`src/rtl/uart_tx_ctrl_if.sv`:
```
// ============================================================================
// Module   : uart_tx_ctrl_if
// Purpose  : Bundles the register bus from the core and the byte handshake
//            to the UART transmitter for uart_tx_ctrl.
// Ports    : master - core / transmitter side (drives writes and tx_done)
//            slave  - uart_tx_ctrl side (drives rd_data, dvsr, tx_data,
//                     tx_start, busy)
// Revision : 1.0 - initial release
// ============================================================================
`timescale 1ns/1ps
`default_nettype none

interface uart_tx_ctrl_if #(
  parameter int DVSR_W = 11
);
  // Register bus
  logic              write_enable;
  logic [4:0]        address;
  logic [31:0]       data_in;
  logic [31:0]       rd_data;
  // Transmitter handshake
  logic [DVSR_W-1:0] dvsr;
  logic [7:0]        tx_data;
  logic              tx_start;
  logic              tx_done;
  logic              busy;

  modport master (
    output write_enable, address, data_in, tx_done,
    input  rd_data, dvsr, tx_data, tx_start, busy
  );

  modport slave (
    input  write_enable, address, data_in, tx_done,
    output rd_data, dvsr, tx_data, tx_start, busy
  );
endinterface

`default_nettype wire

```
`src/rtl/uart_tx_ctrl.sv`:
```
// ============================================================================
// Module   : uart_tx_ctrl
// Purpose  : UART transmit sequencer. Decodes register writes, buffers bytes
//            in a FIFO, holds the baud divisor and hands bytes one at a time
//            to the transmitter with a one-cycle tx_start pulse, waiting for
//            tx_done before the next.
// Ports    : clk    - system clock, rising edge
//            rst_n  - asynchronous active-low reset
//            bus    - uart_tx_ctrl_if.slave (register bus + tx handshake)
//            irq    - interrupt, only when UART_TX_IRQ_EN is defined
// Options  : UART_TX_IRQ_EN - adds the irq port and the CTRL.IRQEN bit
// Revision : 1.0 - initial release
// ============================================================================
`timescale 1ns/1ps
`default_nettype none

module uart_tx_ctrl #(
  parameter int FIFO_DEPTH = 8,
  parameter int DVSR_W     = 11
) (
  input  logic           clk,
  input  logic           rst_n,
  uart_tx_ctrl_if.slave  bus
`ifdef UART_TX_IRQ_EN
  ,
  output logic           irq
`endif
);

  localparam int AW = $clog2(FIFO_DEPTH);
  localparam int CW = AW + 1;

  localparam logic [2:0] C_IDX_TXDATA = 3'd0;
  localparam logic [2:0] C_IDX_DVSR   = 3'd1;
  localparam logic [2:0] C_IDX_CTRL   = 3'd2;
  localparam logic [2:0] C_IDX_STATUS = 3'd3;

  typedef enum logic [1:0] {
    S_IDLE  = 2'd0,
    S_LOAD  = 2'd1,
    S_START = 2'd2,
    S_WAIT  = 2'd3
  } state_t;

  state_t            r_state;
  logic [7:0]        r_mem [FIFO_DEPTH];
  logic [AW-1:0]     r_wr_ptr;
  logic [AW-1:0]     r_rd_ptr;
  logic [CW-1:0]     r_count;
  logic              r_en;
  logic              r_ovf;
  logic              r_busy;
  logic              r_tx_start;
  logic [7:0]        r_tx_data;
  logic [DVSR_W-1:0] r_dvsr;

  logic [2:0]        w_idx;
  logic              w_wr_txdata;
  logic              w_wr_dvsr;
  logic              w_wr_ctrl;
  logic              w_full;
  logic              w_empty;
  logic              w_flush;
  logic              w_pop;
  logic              w_push;
  logic              w_drop;
  logic              w_can_load;
  logic              w_irqen;
  logic [31:0]       w_rd_data;
  logic              w_unused_bits;

  // --------------------------------------------------------------------------
  // Register decode
  // --------------------------------------------------------------------------
  assign w_idx       = bus.address[4:2];
  assign w_wr_txdata = bus.write_enable && (w_idx == C_IDX_TXDATA);
  assign w_wr_dvsr   = bus.write_enable && (w_idx == C_IDX_DVSR);
  assign w_wr_ctrl   = bus.write_enable && (w_idx == C_IDX_CTRL);
  assign w_flush     = w_wr_ctrl && bus.data_in[1];

  // Byte-lane bits and upper data bits are not decoded by every register.
  assign w_unused_bits = ^{bus.address[1:0], bus.data_in};

  // --------------------------------------------------------------------------
  // FIFO
  // --------------------------------------------------------------------------
  assign w_full  = (r_count == CW'(FIFO_DEPTH));
  assign w_empty = (r_count == '0);

  // The FSM only enters LOAD with a non-empty FIFO; the guard keeps the
  // pointers consistent regardless.
  assign w_pop  = (r_state == S_LOAD) && !w_empty;
  // A pop in the same cycle frees a slot, so a push into a full FIFO is
  // still accepted then.
  assign w_push = w_wr_txdata && (!w_full || w_pop);
  assign w_drop = w_wr_txdata && w_full && !w_pop;

  // A flush landing on the same edge must not send the FSM into LOAD with
  // a FIFO that is about to be emptied.
  assign w_can_load = r_en && !w_empty && !w_flush;

  always_ff @(posedge clk) begin
    if (w_push) begin
      r_mem[r_wr_ptr] <= bus.data_in[7:0];
    end
  end

  always_ff @(posedge clk or negedge rst_n) begin
    if (!rst_n) begin
      r_wr_ptr <= '0;
      r_rd_ptr <= '0;
      r_count  <= '0;
    end else if (w_flush) begin
      // A flush in LOAD still lets that cycle's pop reach tx_data; only the
      // remaining contents are discarded.
      r_wr_ptr <= '0;
      r_rd_ptr <= '0;
      r_count  <= '0;
    end else begin
      if (w_push) begin
        r_wr_ptr <= r_wr_ptr + 1'b1;
      end
      if (w_pop) begin
        r_rd_ptr <= r_rd_ptr + 1'b1;
      end
      case ({w_push, w_pop})
        2'b10:   r_count <= r_count + 1'b1;
        2'b01:   r_count <= r_count - 1'b1;
        default: r_count <= r_count;
      endcase
    end
  end

  // --------------------------------------------------------------------------
  // Control / divisor registers
  // --------------------------------------------------------------------------
  always_ff @(posedge clk or negedge rst_n) begin
    if (!rst_n) begin
      r_dvsr <= '0;
      r_en   <= 1'b0;
      r_ovf  <= 1'b0;
    end else begin
      if (w_wr_dvsr) begin
        r_dvsr <= bus.data_in[DVSR_W-1:0];
      end
      if (w_wr_ctrl) begin
        r_en <= bus.data_in[0];
      end
      if (w_wr_ctrl && bus.data_in[2]) begin
        r_ovf <= 1'b0;
      end else if (w_drop) begin
        r_ovf <= 1'b1;
      end
    end
  end

  // --------------------------------------------------------------------------
  // Sequencer. tx_start and busy are registered alongside the state so they
  // line up with START and with LOAD/START/WAIT respectively.
  // --------------------------------------------------------------------------
  always_ff @(posedge clk or negedge rst_n) begin
    if (!rst_n) begin
      r_state    <= S_IDLE;
      r_busy     <= 1'b0;
      r_tx_start <= 1'b0;
      r_tx_data  <= 8'h00;
    end else begin
      r_tx_start <= 1'b0;
      case (r_state)
        S_IDLE: begin
          if (w_can_load) begin
            r_state <= S_LOAD;
            r_busy  <= 1'b1;
          end
        end
        S_LOAD: begin
          r_tx_data  <= r_mem[r_rd_ptr];
          r_tx_start <= 1'b1;
          r_state    <= S_START;
        end
        S_START: begin
          r_state <= S_WAIT;
        end
        S_WAIT: begin
          if (bus.tx_done) begin
            if (w_can_load) begin
              r_state <= S_LOAD;
            end else begin
              r_state <= S_IDLE;
              r_busy  <= 1'b0;
            end
          end
        end
        default: begin
          r_state <= S_IDLE;
          r_busy  <= 1'b0;
        end
      endcase
    end
  end

  // --------------------------------------------------------------------------
  // Optional interrupt
  // --------------------------------------------------------------------------
`ifdef UART_TX_IRQ_EN
  logic r_irqen;
  logic r_irq;

  always_ff @(posedge clk or negedge rst_n) begin
    if (!rst_n) begin
      r_irqen <= 1'b0;
      r_irq   <= 1'b0;
    end else begin
      if (w_wr_ctrl) begin
        r_irqen <= bus.data_in[3];
      end
      r_irq <= r_irqen && w_empty && (r_state == S_IDLE);
    end
  end

  assign w_irqen = r_irqen;
  assign irq     = r_irq;
`else
  assign w_irqen = 1'b0;
`endif

  // --------------------------------------------------------------------------
  // Read mux (no side effects)
  // --------------------------------------------------------------------------
  always_comb begin
    w_rd_data = '0;
    case (w_idx)
      C_IDX_DVSR: begin
        w_rd_data = 32'(r_dvsr);
      end
      C_IDX_CTRL: begin
        w_rd_data[0] = r_en;
        w_rd_data[3] = w_irqen;
      end
      C_IDX_STATUS: begin
        w_rd_data[0]      = w_full;
        w_rd_data[1]      = w_empty;
        w_rd_data[2]      = r_busy;
        w_rd_data[3]      = r_ovf;
        w_rd_data[8 +: CW] = r_count;
      end
      default: begin
        w_rd_data = '0;
      end
    endcase
  end

  assign bus.rd_data  = w_rd_data;
  assign bus.dvsr     = r_dvsr;
  assign bus.tx_data  = r_tx_data;
  assign bus.tx_start = r_tx_start;
  assign bus.busy     = r_busy;

endmodule

`default_nettype wire

```
`src/flat_wrapper.sv`:
```
// flat-port wrapper written by rule: the top's interface ports become plain ports
module uart_tx_ctrl_flat 
#(
  parameter int FIFO_DEPTH = 8,
  parameter int DVSR_W     = 11
)
  (clk, rst_n, bus_write_enable, bus_address, bus_data_in, bus_tx_done, bus_rd_data, bus_dvsr, bus_tx_data, bus_tx_start, bus_busy);
  uart_tx_ctrl_if #(.DVSR_W(DVSR_W)) bus_i ();
  input  logic clk;
  input  logic rst_n;
  input wire logic [$bits(bus_i.write_enable)-1:0] bus_write_enable;
  input wire logic [$bits(bus_i.address)-1:0] bus_address;
  input wire logic [$bits(bus_i.data_in)-1:0] bus_data_in;
  input wire logic [$bits(bus_i.tx_done)-1:0] bus_tx_done;
  output wire logic [$bits(bus_i.rd_data)-1:0] bus_rd_data;
  output wire logic [$bits(bus_i.dvsr)-1:0] bus_dvsr;
  output wire logic [$bits(bus_i.tx_data)-1:0] bus_tx_data;
  output wire logic [$bits(bus_i.tx_start)-1:0] bus_tx_start;
  output wire logic [$bits(bus_i.busy)-1:0] bus_busy;
  assign bus_i.write_enable = bus_write_enable;
  assign bus_i.address = bus_address;
  assign bus_i.data_in = bus_data_in;
  assign bus_i.tx_done = bus_tx_done;
  assign bus_rd_data = bus_i.rd_data;
  assign bus_dvsr = bus_i.dvsr;
  assign bus_tx_data = bus_i.tx_data;
  assign bus_tx_start = bus_i.tx_start;
  assign bus_busy = bus_i.busy;
  uart_tx_ctrl #(.FIFO_DEPTH(FIFO_DEPTH), .DVSR_W(DVSR_W)) u_core (.clk(clk), .rst_n(rst_n), .bus(bus_i));
endmodule
```
`config.mk`:
```
export PLATFORM = sky130hd
export DESIGN_NAME = uart_tx_ctrl_flat
export DESIGN_NICKNAME = d
export VERILOG_FILES = /design/src/rtl/uart_tx_ctrl_if.sv /design/src/rtl/uart_tx_ctrl.sv /design/src/flat_wrapper.sv
export SDC_FILE = /design/constraint.sdc
export NUM_CORES = 1
export LEC_CHECK = 0
export ABC_CLOCK_PERIOD_IN_PS = 2800
export CORE_ASPECT_RATIO = 1.2
export CORE_MARGIN = 1
export CORE_UTILIZATION = 51
export DETAILED_ROUTE_END_ITERATION = 16
export PLACE_DENSITY_LB_ADDON = 0.12
export SLEW_MARGIN = 5
export SYNTH_ARGS = -nofsm -noshare
export SYNTH_HDL_FRONTEND = slang
export SYNTH_SLANG_ARGS = --single-unit
export TNS_END_PERCENT = 1
```
`constraint.sdc`:
```
create_clock -name clk -period 2.8 [get_ports clk]
set_clock_uncertainty 0.05 [all_clocks]
set_input_delay 0.28 -clock clk [delete_from_list [all_inputs] [get_ports clk]]
set_output_delay 0.28 -clock clk [all_outputs]
set_load 0.02 [all_outputs]
```
## Word-level counts from Yosys, hierarchy flattened

Memory sizes are Yosys's and may differ from the RTL's. A register that Yosys moved wholly into a read port is not among the register bits.
Cells that the tools add are included.

- Input bits: 41
- Memory bits (writable): 64
- Register bits: 27
- Output and inout port bits: 53
- Memories kept: 1
- Word-level logic and storage cells: 77

Memories:

| name | depth | width | rd ports | clocked after Yosys merged registers in | wr ports | RTL line | RTL |
|---|---|---|---|---|---|---|---|
| u_core.r_mem | 8 | 8 | 1 | 1 | 1 | uart_tx_ctrl.sv:46 | `logic [7:0] r_mem [FIFO_DEPTH];` |

- Equality and inequality tests: 12
- Muxes and demuxes: 24
- Reductions and logical operators: 27
- Add/subtract/negate cells: 4

Operators by type and width:

| cell | number |
|---|---|
| one-hot mux 4 bit (2 select lines) | 2 |
| 2-to-1 mux 3 bit | 4 |
| logical AND 1 bit | 11 |
| 2-to-1 mux 1 bit | 9 |
| 2-to-1 mux 4 bit | 2 |
| one-hot mux 2 bit (4 select lines) | 1 |
| nonzero test 2 bit | 4 |
| adder 3 x 1 -> 3 bit (second input constant) | 2 |
| == test 2 bit (second input constant) | 3 |
| == test 3 x 2 -> 1 bit (second input constant) | 2 |
| zero test 1 bit | 5 |
| adder 4 x 1 -> 4 bit (second input constant) | 1 |
| == test 2 x 1 -> 1 bit (second input constant) | 2 |
| == test 4 bit (second input constant) | 1 |
| zero test 4 bit | 1 |
| 2-to-1 mux 2 bit | 2 |
| != test 2 bit (second input constant) | 2 |
| one-hot mux 1 bit (2 select lines) | 2 |
| one-hot mux 2 bit (2 select lines) | 1 |
| AND reduction 4 bit | 1 |
| subtractor 4 x 1 -> 4 bit (second input constant) | 1 |
| == test 3 x 1 -> 1 bit (second input constant) | 1 |
| zero test 3 bit | 1 |
| one-hot mux 1 bit (3 select lines) | 1 |
| 5 further kinds | 5 |

## Logic depth before layout (Yosys ltp)

Gate-level depths: netlist (run 1).

- Depth after elaboration: 8
- Mapped depth: 11
- Mapped depth without buffers: 10

## Worst setup path before layout (run 1)

No wires, ideal clock.

- Path type: register to register
- From: register u_core.r_count[1]
- To: register u_core.r_count[2]
- Path buffers: 1
- Stages on the path, launching flop included: 11
- Arrival: 2,465 ps
- Slack: 208 ps
- Data required time: 2,673 ps
- Library setup time: 77 ps
- Period minus slack after synthesis: 2,592 ps
- Path through: dfrtp_1 > buf_6 > or4b_4 > o211ai_4 > ha_1 > xor2_1 > ha_1 > a21oi_1 > xor2_1 > or3_1 > a21oi_1

- Longest elaborated chain between the ends: 8
- Elaborated cells on any way between the ends: 14
- Classes of those cells: 2 x add/sub; 3 x eq/ne; 2 x mux; 7 x reduce/logical

Ends and longest elaborated chain:

| what | RTL line | RTL |
|---|---|---|
| from (decl) | uart_tx_ctrl.sv:49 | `logic [CW-1:0] r_count;` |
| from (signal assigned) | uart_tx_ctrl.sv:127 | `2'b10: r_count <= r_count + 1'b1;` |
| from (signal assigned) | uart_tx_ctrl.sv:128 | `2'b01: r_count <= r_count - 1'b1;` |
| from (signal assigned) | uart_tx_ctrl.sv:129 | `default: r_count <= r_count;` |
| zero test 4 bit | uart_tx_ctrl.sv:88 | `assign w_empty = (r_count == '0);` |
| zero test 1 bit | uart_tx_ctrl.sv:92 | `assign w_pop = (r_state == S_LOAD) && !w_empty;` |
| logical AND 1 bit | uart_tx_ctrl.sv:92 |  |
| logical OR 1 bit | uart_tx_ctrl.sv:95 | `assign w_push = w_wr_txdata && (!w_full \|\| w_pop);` |
| logical AND 1 bit | uart_tx_ctrl.sv:95 |  |
| == test 2 x 1 -> 1 bit or == test 2 bit (tied branches) | uart_tx_ctrl.sv:126 | `case ({w_push, w_pop})` |
| one-hot mux 4 bit (2 select lines) | uart_tx_ctrl.sv:126 |  |
| 2-to-1 mux 4 bit | uart_tx_ctrl.sv:113 | `end else if (w_flush) begin` |

Several ways; a longest one is shown, not always the timed one.
A chain may end at the register's enable or synchronous reset.

## Worst setup path in the final report (run 1)

- From: register u_core.r_count[1]
- To: output bus_rd_data[0]

- Longest elaborated chain between the ends: 2

Ends and longest elaborated chain:

| what | RTL line | RTL |
|---|---|---|
| == test 4 bit | uart_tx_ctrl.sv:87 | `assign w_full = (r_count == CW'(FIFO_DEPTH));` |
| one-hot mux 1 bit (3 select lines) | uart_tx_ctrl.sv:232 | `case (w_idx)` |
| to (decl) | flat_wrapper.sv:15 | `output wire logic [$bits(bus_i.rd_data)-1:0] bus_rd_data;` |

No other way between the ends.

==> results of run 1 <==
-- path summary, 6_finish.rpt --
path,cells past startpoint,to,slack [ns]
worst max-delay path,5,bus_rd_data[0],0.13
worst min-delay path,2,u_core.r_ovf$_DFFE_PN0P_,0.47
worst max register to register,9,u_core.r_count[2]$_DFFE_PN0P_,0.26
worst min register to register,2,u_core.r_ovf$_DFFE_PN0P_,0.47
max in group asynchronous,2,u_core.bus.dvsr[1]$_DFFE_PN0P_,1.67
min in group asynchronous,2,u_core.bus.tx_data[5]$_DFFE_PN0P_,0.49
-- final cells by class --
class / count / area, sq um / share of cell area
Clock buffer: 13 / 138.9 / 0.02625
Clock inverter: 3 / 25.02 / 0.004729
Inverter: 8 / 30.03 / 0.005675
Multi-Input combinational cell: 181 / 1468 / 0.2774
Sequential cell: 99 / 2798 / 0.5287
Tap cell: 117 / 146.4 / 0.02767
Timing Repair Buffer: 75 / 685.7 / 0.1296
-- sequential cells by signal, indices dropped and copies added (netlist names) --
name / cells
u_core.r_wr_ptr: 3
u_core.bus.tx_data: 8
u_core.bus.dvsr: 11
u_core.r_state: 2
u_core.r_count: 4
u_core.bus.busy: 1
u_core.r_en: 1
u_core.r_mem: 64
u_core.bus.tx_start: 1
u_core.r_rd_ptr: 3
u_core.r_ovf: 1
-- cell usage after synthesis (all sizes together), types with 2 or more instances --
| cell type | count | area [sq um] |
|---|---|---|
| a21oi | 15 | 75.07 |
| and2 | 5 | 31.28 |
| buf | 31 | 225.2 |
| clkbuf | 2 | 8.750 |
| dfrtp | 35 | 875.8 |
| edfxtp | 64 | 1922 |
| ha | 9 | 112.6 |
| inv | 8 | 30.03 |
| mux2 | 13 | 146.4 |
| mux2i | 18 | 180.2 |
| mux4 | 16 | 360.4 |
| nand2 | 11 | 41.29 |
| nand2b | 5 | 31.28 |
| nand3 | 3 | 15.01 |
| nor2 | 29 | 111.4 |
| nor3 | 4 | 20.02 |
| nor3b | 2 | 20.02 |
| nor4 | 2 | 12.51 |
| o211ai | 2 | 28.78 |
| o21ai | 6 | 30.03 |
| or3 | 3 | 18.77 |
| xor2 | 4 | 35.03 |
-- logic make-up after synthesis --
family / share of synthesized area
muxes: 0.1541
buffers and inverters: 0.05922
adders and majority gates: 0.02526
AOI/OAI and AO/OA: 0.04463
DFF: 0.6276
other: 0.0008412
and+or+nand+nor: 0.07859
xor gates and xnor gates: 0.009823
-- layer usage --
layer | vias up | routed length (microns) | track usage
li1 | 1214 | - | -
met1 | 1265 | 3580 | 0.2590
met2 | 79 | 4027 | 0.3220
met3 | 17 | 425 | 0.05873
met4 | 0 | 179 | 0.08548
met5 | - | 0 | 0
-- power breakdown --
group / internal [mW] / leakage (nW) / total, mW / switching, mW
logic: 0.857 / 0.939 / 1.68 / 0.818
clock network: 0.330 / 0.0782 / 0.795 / 0.465
registers: 1.77 / 0.990 / 1.99 / 0.220
-- critical path: cells and delay by family (launching register included) --
kind | cells | cell delay (ns)
buffers and inverters | 1 | 0.62
flip-flops | 1 | 0.39
AND/OR/NAND/NOR | 2 | 0.65
AO/OA/AOI/OAI | 2 | 0.31
-- per-stage QoR --
step	hold slack [ns]	setup WS [ns]
final	0.4660	0.1276
after global routing	0.4733	0.02826
after floorplan	-0.06559	0.2076
after detailed placement	0.3833	0.2023
after CTS	0.4593	0.1074
after global placement	0.3787	0.2254
==> flow_metrics.env, run 1 <==
export IMPL_outcome="finished, final reports clean"
export IMPL_totalWireLength_microns=8212
export IMPL_cap_violations=0
export IMPL_netlist_area_sq_mm=0.004458
export IMPL_hpwlAfterDp_microns=5572
export IMPL_postSynthAreaPerCell_sq_um=14.76
export IMPL_cts_root_buffer="clkbuf_8"
export IMPL_tns_ns=0
export IMPL_drtAntennaViolNets=0
export IMPL_remaining_drc_errors=0
export IMPL_cts_resized=0
export IMPL_post_place_cells=479
export IMPL_first_iter_violations=133
export IMPL_place_gp_congestion=0.8174
export IMPL_hold_viol=0
export IMPL_synth_edf_count=64
export IMPL_numCtsBuffers=9
export IMPL_rsz0062_at_grt="false"
export IMPL_nNetsFinal=424
export IMPL_synth_cells=302
export IMPL_layout_common_cells="edfxtp_1 (64), clkdlybuf4s50_1 (49), dfrtp_1 (35), nor2_1 (28), buf_4 (24)"
export IMPL_timing_rr_start="u_core.r_count[1]$_DFFE_PN0P_"
export IMPL_postLayoutCellArea_sq_mm=0.005291
export IMPL_synth_async_reset_ratio=0.3535
export IMPL_final_max_slew_viol_count=0
export IMPL_period_share=0.9544
export IMPL_crit_chain="or4b_4, o21ai_0, nand2_1, a21oi_1, clkdlybuf4s50_1"
export IMPL_clock_latency_ns=0.37
export IMPL_cp_start_kind="flip-flop"
export IMPL_clk_path_buf_depth=2
export IMPL_htree_levels=3
export IMPL_ys_types=44
export IMPL_critPathRequiredTime_ns=2.47
export IMPL_core_sq_mm=0.008518
export IMPL_num_rows=37
export IMPL_synth_seq_cells=99
export IMPL_setup_violations=0
export IMPL_drive_gt1_frac=0.1926
export IMPL_num_vias=2575
export IMPL_cts_tree="built"
export IMPL_gr_total_overflow=0
export IMPL_grt_max_degree=36
export IMPL_synth_ff_type="edfxtp_1"
export IMPL_finalPower_mw=4.457
export IMPL_cp_slowest_cell="clkdlybuf4s50_1"
export IMPL_end_kind="output pin"
export IMPL_nFillCells=679
export IMPL_power_density_mw_per_mm2=842.3
export IMPL_place_area_sq_mm=0.005117
export IMPL_via_per_inst=5.192
export IMPL_first_global_vias=2566
export IMPL_fmax_mhz=374.2
export IMPL_p_leak_nw=2.008
export IMPL_num_antenna_cells=0
export IMPL_cp_max_fo=3
export IMPL_crit_type="flip-flop to output pin"
export IMPL_port_buffers=50
export IMPL_wl_per_cell_microns=16.56
export IMPL_ios=94
export IMPL_area_growth_syn_to_layout_pct=18.69
export IMPL_synth_seq_area_share=0.6276
export IMPL_die_w_microns=87.35
export IMPL_vdd_drop_max_uv=532.2
export IMPL_cp_startpoint="u_core.r_count[1]$_DFFE_PN0P_"
export IMPL_max_stage_delay_ns=0.62
export IMPL_worst_pin_slew_ns=0.8250
export IMPL_yosys_warnings=0
export IMPL_max_slew_margin=0.4500
export IMPL_grt_pass1_wl_microns=13270
export IMPL_dr_pass1_iters=4
export IMPL_clk_pin_slew_ns=0.09
export IMPL_min_delay_path_class="flip-flop to flip-flop"
export IMPL_post_cts_buffers=0
export IMPL_dieArea_sq_mm=0.009121
export IMPL_hold_buffers=1
export IMPL_critical_path_arrival_ns=2.34
export IMPL_stdcell_count=496
export IMPL_fin_util=0.6212
export IMPL_grtUsageTotal=0.2029
export IMPL_dieHeight_microns=104.4
export IMPL_antenna_found_initial=0
export IMPL_min_period_ns=2.672
export IMPL_clock_sinks=99
export IMPL_layout_commonest_cell="edfxtp_1"
export IMPL_floorplan_initialDensity=0.5234
export IMPL_hp_start="u_core.r_ovf$_DFFE_PN0P_"
Power figures use the tool's default switching activity.
==> run 2: changes to the inputs <==
- ABC_AREA: not set -> 1
- GPL_TIMING_DRIVEN: not set -> 0
==> flow_metrics.env, run 2 <==
export IMPL_outcome="finished, final reports clean"
export IMPL_clk_path_buf_depth=2
export IMPL_yosysMostFrequentCell="nand2_1"
export IMPL_setup_violations=0
export IMPL_clk_pin_slew_ns=0.10
export IMPL_layout_common_cells="nand2_1 (68), edfxtp_1 (64), clkdlybuf4s50_1 (49), nor2_1 (39), inv_1 (37)"
export IMPL_postLayoutCellArea_sq_mm=0.005528
export IMPL_largest_reg_flops=64
export IMPL_post_cts_buffers=0
export IMPL_hpwlAfterDp_microns=7067
export IMPL_num_vias=3257
export IMPL_yosys_warnings=0
export IMPL_rsz0062_at_grt="false"
export IMPL_netlist_top_cells_count="nand2_1 (68), edfxtp_1 (64), nor2_1 (39), inv_1 (37), dfrtp_1 (35)"
export IMPL_cp_num_cells=14
export IMPL_grt_max_degree=36
export IMPL_crit_type="flip-flop to flip-flop"
export IMPL_drtAntennaViolNets=0
export IMPL_final_max_slew_viol_count=0
export IMPL_synth_seq_area_share=0.6083
export IMPL_numCtsBuffers=9
export IMPL_drive_gt1_frac=0.1686
export IMPL_via_per_inst=5.145
export IMPL_fmax_mhz=394.6
export IMPL_die_w_microns=88.69
export IMPL_cts_tree="built"
export IMPL_cp_slowest_cell="dfrtp_1"
export IMPL_dieHeight_microns=106.0
export IMPL_postSynthAreaPerCell_sq_um=10.70
export IMPL_place_area_sq_mm=0.005313
export IMPL_synthTopCellsByArea="edfxtp_1 (42%), dfrtp_1 (19%), nand2_1 (5.5%)"
export IMPL_end_kind="flip-flop"
export IMPL_hp_start="u_core.bus.tx_data[6]$_DFFE_PN0P_"
export IMPL_vdd_drop_max_uv=490.0
export IMPL_p_leak_nw=2.358
export IMPL_cp_max_fo=10
export IMPL_worst_pin_slew_ns=0.8343
export IMPL_area_growth_syn_to_layout_pct=20.18
export IMPL_tns_ns=0
export IMPL_ios=94
export IMPL_clock_latency_ns=0.36
export IMPL_critical_path_arrival_ns=2.73
export IMPL_crit_chain="inv_1, ha_1, clkbuf_4, inv_2, nand2_1, nand2_2, ha_1, nand2_1, inv_1, nor2_1, ha_1, a21oi_1, xor2_1, o22ai_1"
export IMPL_remaining_drc_errors=0
export IMPL_num_rows=37
export IMPL_finalPower_mw=4.881
export IMPL_cap_violations=0
export IMPL_dieArea_sq_mm=0.009404
export IMPL_r2r_cells=14
export IMPL_path_buf_inv=4
export IMPL_floorplan_initialDensity=0.5313
export IMPL_hold_viol=0
export IMPL_grt_pass1_wl_microns=16420
export IMPL_synth_top_cell_area_share=0.4178
export IMPL_synth_edf_count=64
export IMPL_min_delay_path_class="flip-flop to flip-flop"
export IMPL_r2r_slack_ns=0.27
export IMPL_netlist_area_sq_mm=0.004599
export IMPL_yosysTopAreaCell="edfxtp_1"
export IMPL_wl_per_cell_microns=15.94
export IMPL_critPathRequiredTime_ns=3.00
export IMPL_period_share=0.9050
export IMPL_grtUsageTotal=0.2409
export IMPL_clock_sinks=99
export IMPL_synth_cells=430
export IMPL_min_period_ns=2.534
export IMPL_place_gp_congestion=0.8417
export IMPL_gr_total_overflow=0
export IMPL_htree_levels=3
export IMPL_ys_types=32
export IMPL_nFillCells=705
export IMPL_largest_register="u_core.r_mem"
export IMPL_max_stage_delay_ns=0.38
export IMPL_layout_commonest_cell="nand2_1"
export IMPL_synth_seq_cells=99
export IMPL_cts_root_buffer="clkbuf_8"
export IMPL_cp_start_kind="flip-flop"
export IMPL_first_global_vias=3236
export IMPL_reg2reg_to="u_core.r_count[2]$_DFFE_PN0P_"
export IMPL_cp_common_cell="ha_1"
export IMPL_timing_rr_start="u_core.r_state[1]$_DFFE_PN0P_"
export IMPL_power_density_mw_per_mm2=883.0
export IMPL_min_to="u_core.bus.tx_data[6]$_DFFE_PN0P_"
export IMPL_synth_async_reset_ratio=0.3535
export IMPL_port_buffers=50
export IMPL_synth_ff_type="edfxtp_1"
export IMPL_num_antenna_cells=0
export IMPL_crit_family="adder cells"
export IMPL_max_slew_margin=0.4438
export IMPL_antenna_found_initial=0
export IMPL_first_iter_violations=238
export IMPL_nNetsFinal=561
export IMPL_core_sq_mm=0.008657
export IMPL_dr_pass1_iters=5
export IMPL_totalWireLength_microns=10090
export IMPL_holdPathStages=2
==> run 2: cell types whose count changed in the layout (fill, tap and decap cells not counted), moves of 9 or more <==
cell	previous run	this run
o211ai_1	1	25
nor2_1	28	39
mux2_2	13	0
nand2_1	11	68
inv_1	8	37
mux4_2	16	0
mux2i_1	18	0
nand3_1	3	26
o21ai_1	0	13
nor2_2	1	10
o21ai_0	6	24
==> run 2: kinds of logic (layout without fill, tap and decap cells) <==
group           after synthesis  after routing  synth area share
fa+ha+maj                     9              9           0.02448
other cells                   1             20         0.0008153
flops                        99             99            0.6083
xor+xnor                      4              4          0.007618
simple gates                154            154            0.1510
compound gates               78             78            0.1028
mux                           5              5           0.01632
buf+inv                      80            147           0.08868
==> run 2: worst max path at each step <==
| stage | start | endpoint | slack [ns] |
|---|---|---|---|
| 2_1_floorplan | u_core.r_state[0]$_DFFE_PN0P_ | u_core.r_count[2]$_DFFE_PN0P_ | 0.65 |
| 3_3_place_gp | u_core.r_state[1]$_DFFE_PN0P_ | u_core.r_mem[1][4]$_DFFE_PP_ | 0.26 |
| 3_5_place_dp | u_core.r_state[1]$_DFFE_PN0P_ | u_core.r_mem[1][4]$_DFFE_PP_ | 0.20 |
| 4_1_cts | u_core.r_state[1]$_DFFE_PN0P_ | u_core.r_mem[1][4]$_DFFE_PP_ | 0.18 |
| 5_1_grt | u_core.r_state[1]$_DFFE_PN0P_ | u_core.r_count[2]$_DFFE_PN0P_ | 0.02 |
| 6_report | u_core.r_state[1]$_DFFE_PN0P_ | u_core.r_count[2]$_DFFE_PN0P_ | 0.27 |
==> run 2: final cells by class <==
class	instances	area, sq um	area share
clock inverter	5	61.31	0.01109
clock buffer	11	141.4	0.02558
tap	117	146.4	0.02648
multi-input combinational	270	1465	0.2651
sequential	99	2798	0.5061
buffer	33	231.5	0.04187
inverter	47	178.9	0.03237
timing repair buffer	51	505.5	0.09144
==> run 2: report_power, final <==
group          switching [mW]  internal, mW  total, mW
Sequential              0.174          1.77       1.94
Clock                   0.504         0.443      0.948
Combinational            1.23         0.764       1.99
Total                    1.90          2.98       4.88
==> run 2: worst register-to-register path, stage by stage, from the launching register on <==
cell      delay (ns)
dfrtp_1         0.38
inv_1           0.09
ha_1            0.20
clkbuf_4        0.21
inv_2           0.19
nand2_1         0.09
nand2_2         0.14
ha_1            0.28
nand2_1         0.07
inv_1           0.07
nor2_1          0.05
ha_1            0.17
a21oi_1         0.14
xor2_1          0.18
o22ai_1         0.09
==> run 2: repair_timing <==
item / 4_1_cts / 5_1_grt
hold endpoints to repair: 35 / 0
hold buffers: 1 / 0
resized for setup: 0 / 1
setup endpoints to repair: 0 / 1
==> run 2: routing by layer <==
layer,track usage,share of wire,up-vias,wire [microns]
met5,0,0,-,0
li1,-,-,1581,-
met3,0.03106,0.052,25,522
met1,0.3158,0.43,1523,4294
met4,0.1210,0.035,0,355
met2,0.3901,0.49,128,4918
==> run 2: metrics by stage <==
step	std cells	hold WS [ns]	util	setup slack [ns]
6_report	633	0.4501	0.6385	0.2661
3_5_place_dp	616	0.3785	0.6137	0.1951
3_3_place_gp	616	0.4216	0.6143	0.2616
5_1_grt	633	0.4718	0.6385	0.02185
4_1_cts	633	0.4460	0.6382	0.1804
2_1_floorplan	449	-0.06559	-	0.6539
==> run 3: changes to the inputs <==
- CORE_ASPECT_RATIO: 1.2 -> 1.75
- SLEW_MARGIN: 5 -> 0
==> flow_metrics.env, run 3 (synthesis results as in run 2) <==
export IMPL_largest_register="u_core.r_mem"
export IMPL_postLayoutCellArea_sq_mm=0.005650
export IMPL_crit_type="flip-flop to flip-flop"
export IMPL_power_density_mw_per_mm2=933.6
export IMPL_layout_common_cells="nand2_1 (68), edfxtp_1 (64), clkdlybuf4s50_1 (49), inv_1 (37), nor2_1 (36)"
export IMPL_worst_pin_slew_ns=0.8618
export IMPL_stdcell_count=632
export IMPL_dr_pass1_iters=6
export IMPL_p_sw_mw=1.949
export IMPL_finalPower_mw=5.275
export IMPL_dieArea_sq_mm=0.009417
export IMPL_end_kind="flip-flop"
export IMPL_fmax_mhz=389.8
export IMPL_tns_ns=0
export IMPL_drtAntennaViolNets=0
export IMPL_period_share=0.9163
export IMPL_intPower_mw=3.326
export IMPL_clk_path_buf_depth=2
export IMPL_grt_max_degree=36
export IMPL_swShare=0.3695
export IMPL_cp_start_kind="flip-flop"
export IMPL_numCtsBuffers=9
export IMPL_critical_path_arrival_ns=2.74
export IMPL_cp_slowest_cell="dfrtp_1"
export IMPL_vdd_drop_max_uv=461.6
export IMPL_cp_common_cell="ha_1"
export IMPL_min_period_ns=2.566
export IMPL_num_rows=45
export IMPL_rsz0062_at_grt="false"
export IMPL_antenna_found_initial=0
export IMPL_largest_reg_flops=64
export IMPL_crit_family="adder cells"
export IMPL_cts_root_buffer="clkbuf_16"
export IMPL_grt_pass1_wl_microns=16510
export IMPL_cts_tree="built"
export IMPL_r2r_slack_ns=0.23
export IMPL_dieHeight_microns=127.6
export IMPL_floorplan_initialDensity=0.5270
export IMPL_nFillCells=712
export IMPL_grtUsageTotal=0.2431
export IMPL_remaining_drc_errors=0
export IMPL_first_global_vias=3379
export IMPL_num_vias=3231
export IMPL_first_iter_violations=202
export IMPL_totalWireLength_microns=10190
export IMPL_htree_levels=3
export IMPL_p_leak_nw=2.399
export IMPL_gr_total_overflow=0
export IMPL_finalWorstSetupSlack_ns=0.2344
export IMPL_min_delay_path_class="input port to asynchronous set/reset pin"
export IMPL_cts_resized=0
export IMPL_port_buffers=50
export IMPL_post_place_cells=616
export IMPL_holdWs_ns=-0.007179
export IMPL_place_area_sq_mm=0.005313
export IMPL_nNetsFinal=560
export IMPL_drive_gt1_frac=0.1767
export IMPL_ios=94
export IMPL_fin_util=0.6475
export IMPL_path_buf_inv=4
export IMPL_max_stage_delay_ns=0.38
export IMPL_post_cts_buffers=0
export IMPL_setup_violations=0
export IMPL_cp_num_cells=14
export IMPL_die_w_microns=73.79
export IMPL_max_slew_margin=0.4255
export IMPL_area_growth_syn_to_layout_pct=22.85
export IMPL_core_sq_mm=0.008727
export IMPL_crit_chain="inv_1, ha_1, clkbuf_4, inv_4, nand2_1, nand2_2, ha_1, nand2_1, inv_1, nor2_1, ha_1, a21oi_1, xor2_1, o22ai_1"
export IMPL_wl_per_cell_microns=16.12
export IMPL_hold_buffers=0
export IMPL_hpwlAfterDp_microns=7523
export IMPL_pwr_share_clk=0.253
export IMPL_critPathRequiredTime_ns=2.98
export IMPL_final_max_slew_viol_count=0
export IMPL_outcome="finished with violations"
export IMPL_layout_commonest_cell="nand2_1"
export IMPL_r2r_cells=14
export IMPL_clk_pin_slew_ns=0.07
export IMPL_cap_violations=0
export IMPL_seqPwrFrac=0.368
export IMPL_via_per_inst=5.112
export IMPL_share_comb_of_total_power=0.379
export IMPL_clock_latency_ns=0.35
export IMPL_hold_viol=9
export IMPL_pre_cts_ws_ns=0.06742
export IMPL_cp_max_fo=10
export IMPL_place_gp_congestion=0.8120
export IMPL_clock_sinks=99
export IMPL_num_antenna_cells=0
export IMPL_violations="hold timing"
[run 3: cell count changes in the layout (fill, tap and decap cells not counted), sizes merged]
cell and delta:
clkbuf -2, clkinv -2, bufinv +1, dlygate4sd3 -1, clkinvlp +3
[run 3: area by class of cell]
| class | count | area (sq um) | share of cell area |
|---|---|---|---|
| buffer | 33 | 231.5 | 0.04097 |
| clock buffer | 9 | 225.2 | 0.03986 |
| clock inverter | 7 | 100.1 | 0.01771 |
| inverter | 47 | 181.4 | 0.03211 |
| multi-input combinational | 270 | 1473 | 0.2606 |
| sequential | 99 | 2798 | 0.4951 |
| tap | 117 | 146.4 | 0.02591 |
| timing repair buffer | 50 | 495.5 | 0.08769 |
[run 3: metal layers]
| layer | global-route usage | vias to the layer above | share of wire |
|---|---|---|---|
| met2 | 0.4609 | 97 | 0.58 |
| met5 | 0 | - | 0 |
| met3 | 0.03312 | 15 | 0.038 |
| li1 | - | 1583 | - |
| met4 | 0.1244 | 0 | 0.019 |
| met1 | 0.2481 | 1536 | 0.36 |
[run 3: path summary, 6_finish.rpt]
check,end,start
setup reg to reg,u_core.r_count[2]$_DFFE_PN0P_,u_core.r_state[1]$_DFFE_PN0P_
setup / recovery,u_core.r_count[2]$_DFFE_PN0P_,u_core.r_state[1]$_DFFE_PN0P_
min in group clk,u_core.bus.tx_data[2]$_DFFE_PN0P_,u_core.bus.tx_data[2]$_DFFE_PN0P_
max in group asynchronous,u_core.r_count[1]$_DFFE_PN0P_,rst_n
hold / removal,u_core.bus.tx_data[2]$_DFFE_PN0P_,rst_n
hold reg to reg,u_core.bus.tx_data[2]$_DFFE_PN0P_,u_core.bus.tx_data[2]$_DFFE_PN0P_
[run 3: power groups by stage]
stage / clock, mW / sequential [mW] / combinational [mW]
finish: 1.33 / 1.94 / 2.00
global placement: 0 / 1.96 / 1.92
floorplan: 0 / 2.05 / 1.21
detailed placement: 0 / 1.97 / 1.99
CTS: 1.35 / 1.94 / 2.00
global route: 1.41 / 1.97 / 2.24
